$ cat config.mk
export PLATFORM = sky130hd
export DESIGN_NAME = rgb_pwm_driver
export DESIGN_NICKNAME = d
export VERILOG_FILES = /design/src/rtl/rgb_pwm_driver.sv
export SDC_FILE = /design/constraint.sdc
export NUM_CORES = 1
export LEC_CHECK = 0
export BUFFER_PORTS_ARGS = -buffer_cell sky130_fd_sc_hd__buf_4
export CORE_ASPECT_RATIO = 1.5
export CORE_MARGIN = 3
export CORE_UTILIZATION = 30
export CTS_BUF_LIST = sky130_fd_sc_hd__clkbuf_2
export CTS_CLUSTER_DIAMETER = 30
export CTS_CLUSTER_SIZE = 10
export DETAILED_ROUTE_END_ITERATION = 10
export GPL_ROUTABILITY_DRIVEN = 0
export PLACE_DENSITY = 0.43
export SLEW_MARGIN = 20
export SYNTH_ARGS = -nofsm -noshare
export SYNTH_HDL_FRONTEND = slang
export SYNTH_SLANG_ARGS = --single-unit
$ cat constraint.sdc
create_clock -name clk -period 3.65 [get_ports clk]
set_input_delay 0.73 -clock clk [delete_from_list [all_inputs] [get_ports clk]]
set_output_delay 0.73 -clock clk [all_outputs]
set_load 0.02 [all_outputs]
$ cat src/rtl/rgb_pwm_driver.sv
// Three-channel active-low PWM stage with double-buffered duties applied at the period wrap.
// Optional RGB_PWM_STAGGER_EN offsets the green/blue phases by STAGGER/2*STAGGER cycles.
module rgb_pwm_driver #(
  parameter int PWM_INTERVAL = 1200,
  parameter int VAL_W        = 11,
  parameter int STAGGER      = 400
) (
  input  logic             clk,
  input  logic             rst_n,
  input  logic [VAL_W-1:0] r_val,
  input  logic [VAL_W-1:0] g_val,
  input  logic [VAL_W-1:0] b_val,
  input  logic             load_valid,
  output logic             load_ready,
  output logic             period_start,
  output logic             RGB_R,
  output logic             RGB_G,
  output logic             RGB_B
);

  localparam int CW = $clog2(PWM_INTERVAL);
  localparam int DW = $clog2(PWM_INTERVAL + 1);
  localparam logic [CW-1:0] CNT_LAST = CW'(PWM_INTERVAL - 1);

`ifdef RGB_PWM_STAGGER_EN
  localparam int STAGGER_EN = 1;
  if (2 * STAGGER >= PWM_INTERVAL) begin : g_bad_stagger
    $error("rgb_pwm_driver: 2*STAGGER must be less than PWM_INTERVAL");
  end
`else
  localparam int STAGGER_EN = 0;
`endif

  localparam int OFF_G = STAGGER * STAGGER_EN;
  localparam int OFF_B = 2 * STAGGER * STAGGER_EN;

  logic [CW-1:0] r_cnt;
  logic [DW-1:0] r_pend_r, r_pend_g, r_pend_b;
  logic [DW-1:0] r_duty_r, r_duty_g, r_duty_b;
  logic          r_pending;
  logic          r_period_start;
  logic          r_rgb_r, r_rgb_g, r_rgb_b;

  logic          w_wrap;
  logic          w_xfer;
  logic [CW-1:0] w_phase_r, w_phase_g, w_phase_b;
  logic          w_on_r, w_on_g, w_on_b;

  // Values at or above the period length saturate to "always on".
  function automatic logic [DW-1:0] clamp(input logic [VAL_W-1:0] v);
    if (32'(v) >= 32'(PWM_INTERVAL)) return DW'(PWM_INTERVAL);
    else                             return DW'(v);
  endfunction

  // cnt < PWM_INTERVAL and off < PWM_INTERVAL, so one conditional subtract is a full modulo.
  function automatic logic [CW-1:0] phase_add(input logic [CW-1:0] c, input int off);
    int s;
    s = int'(c) + off;
    if (s >= PWM_INTERVAL) s = s - PWM_INTERVAL;
    return CW'(s);
  endfunction

  assign w_wrap     = (r_cnt == CNT_LAST);
  assign load_ready = ~r_pending;
  assign w_xfer     = load_valid & ~r_pending;

  assign w_phase_r = r_cnt;
  assign w_phase_g = phase_add(r_cnt, OFF_G);
  assign w_phase_b = phase_add(r_cnt, OFF_B);

  assign w_on_r = (DW'(w_phase_r) < r_duty_r);
  assign w_on_g = (DW'(w_phase_g) < r_duty_g);
  assign w_on_b = (DW'(w_phase_b) < r_duty_b);

  always_ff @(posedge clk or negedge rst_n) begin
    if (!rst_n) begin
      r_cnt          <= '0;
      r_period_start <= 1'b0;
    end else begin
      r_cnt          <= w_wrap ? '0 : r_cnt + 1'b1;
      r_period_start <= w_wrap;
    end
  end

  // A transfer can only happen with pending clear, and an apply only with pending set,
  // so the two never compete for the pending flag in the same cycle.
  always_ff @(posedge clk or negedge rst_n) begin
    if (!rst_n) begin
      r_pending <= 1'b0;
      r_pend_r  <= '0;
      r_pend_g  <= '0;
      r_pend_b  <= '0;
      r_duty_r  <= '0;
      r_duty_g  <= '0;
      r_duty_b  <= '0;
    end else if (w_xfer) begin
      r_pending <= 1'b1;
      r_pend_r  <= clamp(r_val);
      r_pend_g  <= clamp(g_val);
      r_pend_b  <= clamp(b_val);
    end else if (w_wrap && r_pending) begin
      r_pending <= 1'b0;
      r_duty_r  <= r_pend_r;
      r_duty_g  <= r_pend_g;
      r_duty_b  <= r_pend_b;
    end
  end

  always_ff @(posedge clk or negedge rst_n) begin
    if (!rst_n) begin
      r_rgb_r <= 1'b1;
      r_rgb_g <= 1'b1;
      r_rgb_b <= 1'b1;
    end else begin
      r_rgb_r <= ~w_on_r;
      r_rgb_g <= ~w_on_g;
      r_rgb_b <= ~w_on_b;
    end
  end

  assign period_start = r_period_start;
  assign RGB_R        = r_rgb_r;
  assign RGB_G        = r_rgb_g;
  assign RGB_B        = r_rgb_b;

endmodule
==> impl_results.md <==
- Worst-margin pin slew: 0.948 ns
- Data arrival time of the worst path: 3.50 ns
- Initial antenna violation count: 1
- Kind of end point of the critical path: flop
- Routed WL: 9420 µm
- Minimum clock period: 2.99 ns
- Max Freq: 335 MHz
- CP startpoint kind: flop
- Fin crit share: 0.818
- Register area: 2060 µm²
- Peak supply drop: 0.158 mV
- Pre-CTS setup slack: 0.685 ns
- Met1 wire length: 4090 µm
- Overflow after GRT: 0
- Layout overhead on the synthesized area: 14.0%
- Pwr per Cell Area: 333 nW/µm²
- Max-Cap Viols: 0
- Clock sinks: 82
- Die outline width: 103 µm
- Worst endpoint required time: 4.16 ns
- Syn Inst Count: 363
- Max Slew Vio Count: 0
- WS Path Type: reg -> reg
- FF-to-FF End: RGB_G
- Post-synthesis xor/xnor area fraction: 0.0228
- GRT Overall Usage: 0.135
- Metal2 WL: 4670 µm
- Rel. slew slack: 0.368
- Register area share after synthesis: 0.486
- CTS Hold Bufs: 0
- Synth Register Bits: 82
- Initial Utilization: 0.310
- Core area: 13700 µm²
- Multi-input gate area: 1960 µm²
- CP max FO: 7
- TritonCTS clock tree: built
- DRT antenna net count: 0
- Synth cell count leaders: dfrtp_1 (79), inv_1 (40), ha_1 (34)
- DP HPWL: 7100 µm
- Drt drc: 0
- Vias in the first global route: 3036
- Final setup margin: 0.664 ns
- Lkg Pwr: 2.37 nW
- Fin cells: 575
- Mapped Area: 4230 µm²
- Post-synth EDFFs: 0
- CTS resizes: 0
- First-pass GRT wire length: 16000 µm
- FILL cells: 1398
- Post-DR vias/cell: 4.91
- Ratio of cells with drive above 1 in the final layout: 0.243
- Post-synth ARST share: 1.00
- Largest net degree at the start of global routing: 74
- Reg2reg start: r_cnt[5]
- CTS root buf: clkbuf_2
- Ys flop type: dfrtp_1
- Num CTS Buffers: 9
- Max layer used: met4
- CTS clock-pin slew for the worst setup and hold paths: 0.28 ns
- I/O pin total: 41
- Worst setup path startpoint: r_cnt[5]
- Final-stage net count: 477
- Setup repair bufs after CTS: 0
- Die area: 15600 µm²
- Crit path capture: RGB_G
- Dominant cell type by area after synthesis: dfrtp_1
- Multiplexer share of the synthesized area: 0.119
- Most frequent cell after synthesis: dfrtp_1
- Largest family of logic cells by synthesized area: compound AO/OA/AOI/OAI gates
- Wire length on met3: 268 µm
- Routed via count: 2826
- Starting DRT DRC Count: 70
- Mapped Avg Cell Area: 11.7 µm²
- Unrepaired setup endpoints after global routing: no
- Synth Net Count: 433
- Area fraction in compound gates after synthesis: 0.135
- Placed insts: 558
- Die height: 151 µm
- Yosys cell types: 39
- Post-synth top area share: 0.467
- Clock Path Buffers: 2
- Reg2Reg Depth: 10
- CTS H-Tree Depth: 3
- IO Port Bufs: 40
- Yosys warns: 0
- Final Skew: 0.0274 ns
- Row cnt: 52
- Worst skew pair latency: 0.57 ns
- Setup Viol. Count Final: 0
- Adder-Cell Fraction of Synth Area: 0.101
- HP Class: in -> async
- Status: complete, no violations
- Top post-synthesis cells by area: dfrtp_1 (47%), mux2_4 (10%), ha_1 (10%)
- Final hold violations: 0
- Tot Pwr: 0.00161 W
- Setup TNS: 0 ns
- Drt pass-1 iters: 4
- Synth Area in Simple Gates: 0.0867
- Avg WL per Cell: 16.4 µm
- R2r setup slk: 0.66 ns
cells in the final DEF, fill, tap and decap left out, drive strengths merged:
cell | synthesis | layout
dfrtp | 79 | 79
inv | 40 | 45
buf | 5 | 43
ha | 34 | 34
mux2 | 34 | 34
nand2 | 23 | 23
nor2 | 21 | 21
o21ai | 21 | 21
a22o | 15 | 15
a21o | 10 | 10
a211oi | 9 | 9
o22a | 9 | 9
clkbuf | 5 | 9
nand4 | 9 | 9
xnor2 | 7 | 7
nand2b | 6 | 6
xor2 | 4 | 4
o21a | 4 | 4
dfstp | 3 | 3
a211o | 3 | 3
a21oi | 3 | 3
nor3 | 2 | 2
and3 | 2 | 2
nand3 | 2 | 2
nor2b | 2 | 2
o31ai | 2 | 2
nor4 | 2 | 2
and2 | 2 | 2
diode | 0 | 1
nor4b | 1 | 1
o41ai | 1 | 1
mux2i | 1 | 1
o311ai | 1 | 1
o211a | 1 | 1
bufinv | 0 | 1
clkinvlp | 0 | 1
power by group:
group	total (W)	switching, W	internal (W)
combinational	0.0000983	0.0000415	0.0000568
clock	0.000535	0.000363	0.000171
sequential	0.000974	0.0000232	0.000951
layout make-up:
cell class | instances | share of cell area
Timing Repair Buffer | 43 | 0.0669
Inverter | 40 | 0.0311
Multi-Input combinational cell | 231 | 0.407
Clock buffer | 9 | 0.00934
Tap cell | 162 | 0.0420
Clock inverter | 7 | 0.0169
Antenna cell | 1 | 0.000519
Sequential cell | 82 | 0.426
metrics by stage:
stage | area (µm²) | util | hold slack [ns]
after floorplan | 4230 | - | 0.434
after CTS | 4820 | 0.353 | 0.253
after detailed placement | 4690 | 0.343 | 0.470
after global placement | 4690 | 0.343 | 0.463
final | 4820 | 0.353 | 0.247
after global routing | 4820 | 0.353 | 0.263
routing by layer:
metal	track usage	vias up
met5	0	-
met4	0.0687	0
met3	0.0300	18
met2	0.218	46
met1	0.167	1389
li1	-	1373
sequential cells by signal, summed over array words and instances, names as in the netlist:
signal,flops
r_pend_b,11
r_duty_g,11
r_duty_r,11
r_cnt,11
RGB_R,1
r_pend_g,11
RGB_B,1
r_duty_b,11
r_pend_r,11
RGB_G,1
period_start,1
r_pending,1
worst max-delay path, stage by stage (launching register included):
cell	delay, ns
dfrtp_1	0.53
ha_1	0.28
nor4b_1	0.15
and3_1	0.24
o41ai_1	0.53
mux2i_1	0.36
ha_1	0.30
o21ai_0	0.18
nor2_1	0.06
a211oi_1	0.20
o21ai_0	0.12
cell families (layout without fill, tap and decap cells):
family          after synthesis  in the layout
fa+ha+maj                    34             34
compound gates               79             79
flops                        82             82
buf+inv                      50             99
mux                          35             35
other cells                   0              1
xor+xnor                     11             11
simple gates                 72             72
worst min path at each step:
stage / to / slack (ns) / cells past startpoint
final: r_duty_g[3] / 0.25 / 1
after global routing: r_pend_b[1] / 0.26 / 2
after CTS: r_duty_g[3] / 0.25 / 1
after detailed placement: r_pend_b[10] / 0.47 / 2
after global placement: r_pend_g[9] / 0.46 / 2
after floorplan: period_start / 0.43 / 0
Power figures use the tool's default switching activity.
